<file path="src/rtl/seg7_io_display.sv">
// ---------------------------------------------------------------------------
// seg7_io_display
//   Reads the value held in a memory-mapped CPU output port and shows it in
//   decimal on an 8-digit, time-multiplexed, active-low seven-segment display.
//   A new value is converted to BCD by a sequential double-dabble converter,
//   which takes one bit per clock (32 cycles per conversion).
//
// Parameters
//   SCAN_DIV : number of clock cycles each digit stays enabled (2 .. 2^20)
//   LZ_BLANK : 1 = blank leading zeros (digit 0 is always shown)
//
// Ports
//   clock    in   single clock; all state updates on the rising edge
//   reset    in   synchronous, active-high
//   value_in in   32-bit unsigned value from the I/O output port register
//   blank    in   1 = all digit enables off (internal state keeps running)
//   an_n     out  8 active-low digit enables, bit i = decimal digit i
//   seg_n    out  7 active-low segments, bit0 = a ... bit6 = g
//   busy     out  high while a conversion is in progress
// ---------------------------------------------------------------------------
module seg7_io_display #(
    parameter int SCAN_DIV = 50000,
    parameter bit LZ_BLANK = 1'b1
) (
    input  logic        clock,
    input  logic        reset,
    input  logic [31:0] value_in,
    input  logic        blank,
    output logic [7:0]  an_n,
    output logic [6:0]  seg_n,
    output logic        busy
);

    localparam int PW = (SCAN_DIV > 1) ? $clog2(SCAN_DIV) : 1;
    localparam logic [PW-1:0] PRESC_LAST = PW'(SCAN_DIV - 1);

    typedef enum logic {IDLE, CONV} state_t;

    state_t        state_q;
    logic [31:0]   last_value_q;
    logic [31:0]   shift_q, shift_d;
    logic [39:0]   bcd_q, bcd_d;
    logic [39:0]   bcd_adj;
    logic [4:0]    bit_cnt_q;
    logic [31:0]   disp_digits_q;
    logic          ovf_q;
    logic [PW-1:0] prescaler_q;
    logic [2:0]    scan_idx_q;

    // One double-dabble iteration: add 3 to each BCD nibble >= 5, then
    // shift the combined {bcd, shift} register left by one bit.
    always_comb begin
        bcd_adj = bcd_q;
        for (int i = 0; i < 10; i++) begin
            if (bcd_q[4*i +: 4] >= 4'd5)
                bcd_adj[4*i +: 4] = bcd_q[4*i +: 4] + 4'd3;
        end
        {bcd_d, shift_d} = {bcd_adj, shift_q} << 1;
    end

    always_ff @(posedge clock) begin
        if (reset) begin
            state_q       <= IDLE;
            last_value_q  <= 32'd0;
            shift_q       <= 32'd0;
            bcd_q         <= 40'd0;
            bit_cnt_q     <= 5'd0;
            disp_digits_q <= 32'd0;
            ovf_q         <= 1'b0;
            prescaler_q   <= '0;
            scan_idx_q    <= 3'd0;
        end else begin
            // The digit scan runs free of the converter and of blank.
            if (prescaler_q == PRESC_LAST) begin
                prescaler_q <= '0;
                scan_idx_q  <= scan_idx_q + 3'd1;
            end else begin
                prescaler_q <= prescaler_q + 1'b1;
            end

            case (state_q)
                IDLE: begin
                    // A value that changed during a conversion differs from
                    // last_value here, so it is picked up on this edge.
                    if (value_in != last_value_q) begin
                        shift_q      <= value_in;
                        last_value_q <= value_in;
                        bcd_q        <= 40'd0;
                        bit_cnt_q    <= 5'd0;
                        state_q      <= CONV;
                    end
                end
                CONV: begin
                    shift_q   <= shift_d;
                    bcd_q     <= bcd_d;
                    bit_cnt_q <= bit_cnt_q + 5'd1;
                    if (bit_cnt_q == 5'd31) begin
                        disp_digits_q <= bcd_d[31:0];
                        ovf_q         <= |bcd_d[39:32];
                        state_q       <= IDLE;
                    end
                end
                default: state_q <= IDLE;
            endcase
        end
    end

    assign busy = (state_q == CONV);

    // Display outputs come from registers only; value_in never reaches them.
    logic [3:0] cur_digit;
    logic       upper_zero;

    assign cur_digit = disp_digits_q[{scan_idx_q, 2'b00} +: 4];

    // True when the selected digit and every digit above it are zero.
    always_comb begin
        upper_zero = 1'b1;
        for (int i = 0; i < 8; i++) begin
            if (i >= int'(scan_idx_q) && disp_digits_q[4*i +: 4] != 4'd0)
                upper_zero = 1'b0;
        end
    end

    assign an_n = blank ? 8'hFF : ~(8'b1 << scan_idx_q);

    always_comb begin
        seg_n = 7'h7F;
        if (ovf_q) begin
            seg_n = 7'h3F;
        end else if (LZ_BLANK && scan_idx_q != 3'd0 && upper_zero) begin
            seg_n = 7'h7F;
        end else begin
            case (cur_digit)
                4'd0:    seg_n = 7'h40;
                4'd1:    seg_n = 7'h79;
                4'd2:    seg_n = 7'h24;
                4'd3:    seg_n = 7'h30;
                4'd4:    seg_n = 7'h19;
                4'd5:    seg_n = 7'h12;
                4'd6:    seg_n = 7'h02;
                4'd7:    seg_n = 7'h78;
                4'd8:    seg_n = 7'h00;
                4'd9:    seg_n = 7'h10;
                default: seg_n = 7'h7F;
            endcase
        end
    end

endmodule

</file>
<file path="config.mk">
export PLATFORM = sky130hd
export DESIGN_NAME = seg7_io_display
export DESIGN_NICKNAME = d
export VERILOG_FILES = /design/src/rtl/seg7_io_display.sv
export SDC_FILE = /design/constraint.sdc
export NUM_CORES = 1
export LEC_CHECK = 0
export CAP_MARGIN = 5
export CORE_MARGIN = 2
export CORE_UTILIZATION = 30
export CTS_BUF_LIST = sky130_fd_sc_hd__clkbuf_2
export DETAILED_ROUTE_END_ITERATION = 12
export DONT_BUFFER_PORTS = 1
export REMOVE_ABC_BUFFERS = 1
export SETUP_SLACK_MARGIN = 0.2
export SLEW_MARGIN = 0
export SYNTH_ARGS = -nofsm -noshare
export SYNTH_HDL_FRONTEND = slang
export SYNTH_SLANG_ARGS = --single-unit
</file>
<file path="constraint.sdc">
create_clock -name clock -period 2.25 [get_ports clock]
set_input_delay 0.225 -clock clock [delete_from_list [all_inputs] [get_ports clock]]
set_output_delay 0.225 -clock clock [all_outputs]
set_load 0.01 [all_outputs]
</file>
; ---- Yosys cells after proc, flatten, opt, wreduce, memory -nomap -nowiden
; Memory sizes are Yosys's and may differ from the RTL's.
; Cells that the tools add are included.
[word_totals]
rom_bits = 112
regBits = 162
wordCells = 99
in_bits = 35
mem_count = 1
out_inout_bits = 16
[mem_list]
columns = name, depth, word_bits, read_ports, rd_clocked_by_memory_dff, write_ports, line
row1 = (no name shown), 16, 7, 1, 0, 0, 134  ; case (cur_digit)
[op_classes]
order_cmp = 17
n_reduce_logical = 21
bitwise = 2
addsub = 13
shift = 2
muxes = 30
eq_ne = 4
[ops]
columns = op, n
row1 = one-hot mux 40 bit (2 select lines), 1
row2 = one-hot mux 32 bit (2 select lines), 1
row3 = "greater-or-equal comparator 4 x 3 -> 1 bit, second input constant", 10
row4 = two-way mux 40 bit, 1
row5 = "adder 4 x 2 -> 4 bit, second input constant", 9
row6 = two-way mux 4 bit, 9
row7 = two-way mux 32 bit, 1
row8 = != test 32 bit, 1
row9 = nonzero test 4 bit, 8
row10 = variable part select 32 x 6 -> 4 bit, 1
row11 = "adder 16 x 1 -> 16 bit, second input constant", 1
row12 = "== test 16 bit, second input constant", 1
row13 = two-way mux 7 bit, 2
row14 = two-way mux 1 bit, 10
row15 = one-hot mux 5 bit (2 select lines), 1
row16 = "greater-or-equal comparator 3 bit, first input constant", 3
row17 = logical AND 1 bit, 8
row18 = two-way mux 8 bit, 1
row19 = NOT 8 bit, 1
row20 = OR reduction 8 bit, 1
row21 = "left shift 1 x 3 -> 8 bit, first input constant", 1
row22 = "greater-or-equal comparator 1 x 3 -> 1 bit, first input constant", 2
row23 = "greater-or-equal comparator 2 x 3 -> 1 bit, first input constant", 2
row24 = "adder 5 x 1 -> 5 bit, second input constant", 1
row25 = other kinds (11), 12

; ---- Longest topological paths before layout
[depth]
word_depth = 13
ltp_mapped = 10
ltp_nobuf = 8

; ---- Worst setup path before layout
; Ideal clock, no wire load.
[synth_path]
path_kind = register -> output
from = register scan_idx_q[2]
to = output seg_n[0]
required_time_ps = 2025
path_slack_ps = 42
path_stages_with_launch = 7
t_arrival_ps = 1983
path_buffers = 1
path_cell_list = dfxtp_1 clkbuf_1 mux4_2 ha_1 nor2b_1 nor3_1 o21ai_0
[synth_via]
elab_chain_len = 13
elab_cells_between_ends = 28
[synth_rtl]
columns = element, line
row1 = from (decl), 48  ; logic [2:0] scan_idx_q;
row2 = from (signal assigned), 76  ; scan_idx_q <= scan_idx_q + 3'd1;
row3 = greater-or-equal comparator 1 x 3 -> 1 bit, 120  ; if (i >= int'(scan_idx_q) && disp_digits_q[4*i +: 4] != 4'd0)
row4 = logical AND 1 bit, 120
row5 = two-way mux 1 bit (8 in a row), 120
row6 = logical AND 1 bit, 131  ; end else if (LZ_BLANK && scan_idx_q != 3'd0 && upper_zero) begin
row7 = two-way mux 7 bit (*), 131
row8 = two-way mux 7 bit (*), 129  ; if (ovf_q) begin
row9 = to (decl), 30  ; output logic [6:0] seg_n,
; Mark *: on every way between the ends. The rest lies on a longest branch, timed or not.

; ---- Worst setup path after layout
[layout_path]
from = register scan_idx_q[1]
to = output seg_n[6]
; Same word-level chain as after synthesis.

==> qor.yml <==
run_status: "complete, but fails checks"
violations: "negative setup slack"
finalNonFillerCells: 1393
die-area_um2: 29630
h-tree-depth: 4
design_area_um2: 10330
wl_met3_um: 1006
dr.pass1.iters: 5
die_h_um: 172.1
synth_top_family_by_area: "simple AND/OR/NAND/NOR gates"
vias: 7157
grt_first_pass_wirelength_um: 35020
tns_ns: -4.683
worst_slew_pin_slew_ns: 0.5084
antenna_found_initial: 0
clkSlewWorstSetupHoldPaths_ns: 0.26
dp.cells: 1296
dp_slack_ns: 0.007031
synth_seq_cells: 162
clock_sinks: 162
power.total_mw: 5.144
relSlewSlack: 0.6602
grt_usage: 0.1467
cts-buffers-inserted: 17
powerDensity_nw_per_um2: 498.0
reg2reg_from: "last_value_q[14]$_SDFFE_PP0P_"
highest_layer: "met4"
grt_max_degree: 125
synthSimpleGateAreaFrac: 0.2101
drtIter0Drc: 437
hold-worst-slack_ns: 0.08142
syn-cell-area_um2: 8482
post_route_cells_drive_above_1_share: 0.1773
max_freq_mhz: 338.7
setup_viol: 7
drc_errors: 0
hpwl_um: 13310
required_ns: 2.03
worstRegToRegCells: 8
yosysUniqueCellTypes: 50
wl_met2_um: 10150
nFillCells: 2817
port_buffers: 0
cp-endpoint: "seg_n[6]"
die_w_um: 172.1
muxShareOfSynthArea: 0.07981
grt_setup_unrepaired: "true"
finalHoldViolCount: 0
cts_max_path_buffers: 2
start_util: 0.3053
synth.avg_cell_area_um2: 8.976
tritoncts: "yes"
utilization: 0.3718
peakVddDrop_v: 0.0004201
ioPinCount: 51
viasPerCell: 5.138
cp_max_fo: 10
synth_edf_count: 0
cp-end-kind: "output port"
drt-met1-wl_um: 10710
synthXorXnorAreaFrac: 0.05989
setup_ws_ns: -0.7023
finalClockSkew_ns: 0.05736
synthArstFlopShare: 0
path_class: "reg2out"
fin_crit_sh: 1.312
ant_nets: 0
r2r_slack_ns: 0.24
yosys.area_share.adder: 0.05015
rr_endpoint: "shift_q[3]$_SDFFE_PP0P_"
clk_latency_ns: 0.77
maxCapViolations: 0
synth_cells: 945
synth_compound_area_frac: 0.1621
synth_warnings: 0
hp-class: "in2reg"
grt_overflow: 0
grt_pass1_vias: 6755
period_needed_ns: 2.952
place.gp.congestion: 0.8120
wl_per_cell_um: 15.84
layout.nets: 1071
cts-root-buf: "clkbuf_2"
leakage_nw: 3.920
n_antenna_cell: 0
synth-seq-area-share: 0.3824
start_kind: "register"
wl_um: 22070
area_delta_synth_final_pct: 21.79
core_um2: 27780
crit_arrival_ns: 2.73
slew_viol_final: 0
place_area_um2: 9024
startpoint: "scan_idx_q[1]$_SDFFE_PP0P_"
row_count: 61
synthFlopType: "dfxtp_1"
where the power goes:
part	switching (mW)	internal, mW	total [mW]
logic	0.236	0.229	0.464
registers	0.0517	2.96	3.01
clock network	1.21	0.456	1.67
total	1.50	3.65	5.14
Yosys cell counts (3+ instances only):
| cell type | number | area share |
|---|---|---|
| dfxtp_1 | 162 | 0.38 |
| nand2b_1 | 82 | 0.060 |
| a21oi_1 | 67 | 0.040 |
| inv_1 | 60 | 0.027 |
| nand4_1 | 49 | 0.036 |
| xnor2_1 | 49 | 0.051 |
| nor2_1 | 48 | 0.021 |
| nand2_1 | 46 | 0.020 |
| mux2i_1 | 44 | 0.052 |
| clkbuf_1 | 43 | 0.019 |
| ha_1 | 34 | 0.050 |
| o311a_1 | 31 | 0.037 |
| o21ai_0 | 30 | 0.018 |
| a22o_1 | 17 | 0.018 |
| and3_1 | 17 | 0.013 |
| nor3b_1 | 16 | 0.014 |
| buf_2 | 14 | 0.0083 |
| nand3_1 | 14 | 0.0083 |
| o2bb2ai_1 | 13 | 0.013 |
| mux2_2 | 12 | 0.016 |
| nor3_1 | 10 | 0.0059 |
| nor4b_1 | 9 | 0.0093 |
| xor2_1 | 9 | 0.0093 |
| a211o_1 | 8 | 0.0083 |
| or4_1 | 8 | 0.0071 |
| a211oi_1 | 7 | 0.0062 |
| nor2b_1 | 6 | 0.0044 |
| a21o_1 | 5 | 0.0044 |
| mux4_2 | 4 | 0.011 |
| a311oi_1 | 3 | 0.0031 |
| and2_1 | 3 | 0.0022 |
| o22ai_1 | 3 | 0.0022 |
area by class of cell:
type	count	area, um2	area share
clock buffer	17	85.08	0.008236
clock inverter	15	155.1	0.01502
inverter	60	235.2	0.02277
multi-input combinational	665	5090	0.4927
sequential	162	3271	0.3166
tap	378	473.0	0.04578
timing repair buffer	96	1021	0.09884
layer usage:
metal	GRT usage	up-vias
met5	0	-
met4	0.02667	0
met3	0.03616	17
met2	0.2375	163
met1	0.1997	3467
li1	-	3510
worst min-delay path by stage:
stage	start	to	slack, ns	cells past startpoint
after CTS	value_in[23]	bcd_q[5]$_SDFFE_PP0P_	0.007	6
after global routing	value_in[1]	shift_q[1]$_SDFFE_PP0P_	0.07	6
after detailed placement	reset	bcd_q[33]$_SDFFE_PP0P_	0.31	1
after global placement	reset	bcd_q[33]$_SDFFE_PP0P_	0.31	1
final	value_in[1]	shift_q[10]$_SDFFE_PP0P_	0.08	6
after floorplan	reset	bcd_q[0]$_SDFFE_PP0P_	0.29	1
cell families (layout without fill, tap and decap cells):
| kind of cell | Yosys count | after routing |
|---|---|---|
| AO/OA/AOI/OAI | 197 | 197 |
| XOR/XNOR | 58 | 58 |
| multiplexers | 61 | 62 |
| adder cells (fa/ha/maj) | 34 | 34 |
| buffers and inverters | 119 | 188 |
| AND/OR/NAND/NOR | 314 | 314 |
| flip-flops | 162 | 162 |
placed cells by master, fill, tap and decap left out, types with 12 or more instances in the layout:
master / instances
dfxtp_1: 148
nand2b_1: 80
a21oi_1: 66
inv_1: 55
nand4_1: 49
nor2_1: 44
mux2i_1: 43
nand2_1: 41
xnor2_1: 40
buf_4: 40
dlygate4sd3_1: 33
o311a_1: 31
ha_1: 26
o21ai_0: 25
a22o_1: 17
clkbuf_2: 17
nor3b_1: 16
and3_1: 15
nand3_1: 13
o2bb2ai_1: 13
mux2_2: 12
registers in the layout, summed over array words and instances (netlist names):
name	count
scan_idx_q	3
bcd_q	40
disp_digits_q	32
bit_cnt_q	5
last_value_q	32
ovf_q	1
busy	1
prescaler_q	16
shift_q	32
repair_timing:
action / 4_1_cts / 5_1_grt
pin swaps: 7 / 15
hold endpoints to repair: 150 / 0
endpoints found under the setup margin: 20 / 117
gates cloned: 4 / 3
hold buffers: 34 / 0
setup buffers: 11 / 13
resized for setup: 38 / 69
worst max-delay path, cell delays in order, from the launching register on:
cell,delay (ns)
dfxtp_4,0.43
buf_12,0.13
mux2_2,0.36
mux4_2,0.53
or2_4,0.27
o22ai_1,0.16
nor2_1,0.10
No activity file was read; power rests on OpenSTA's default activity.
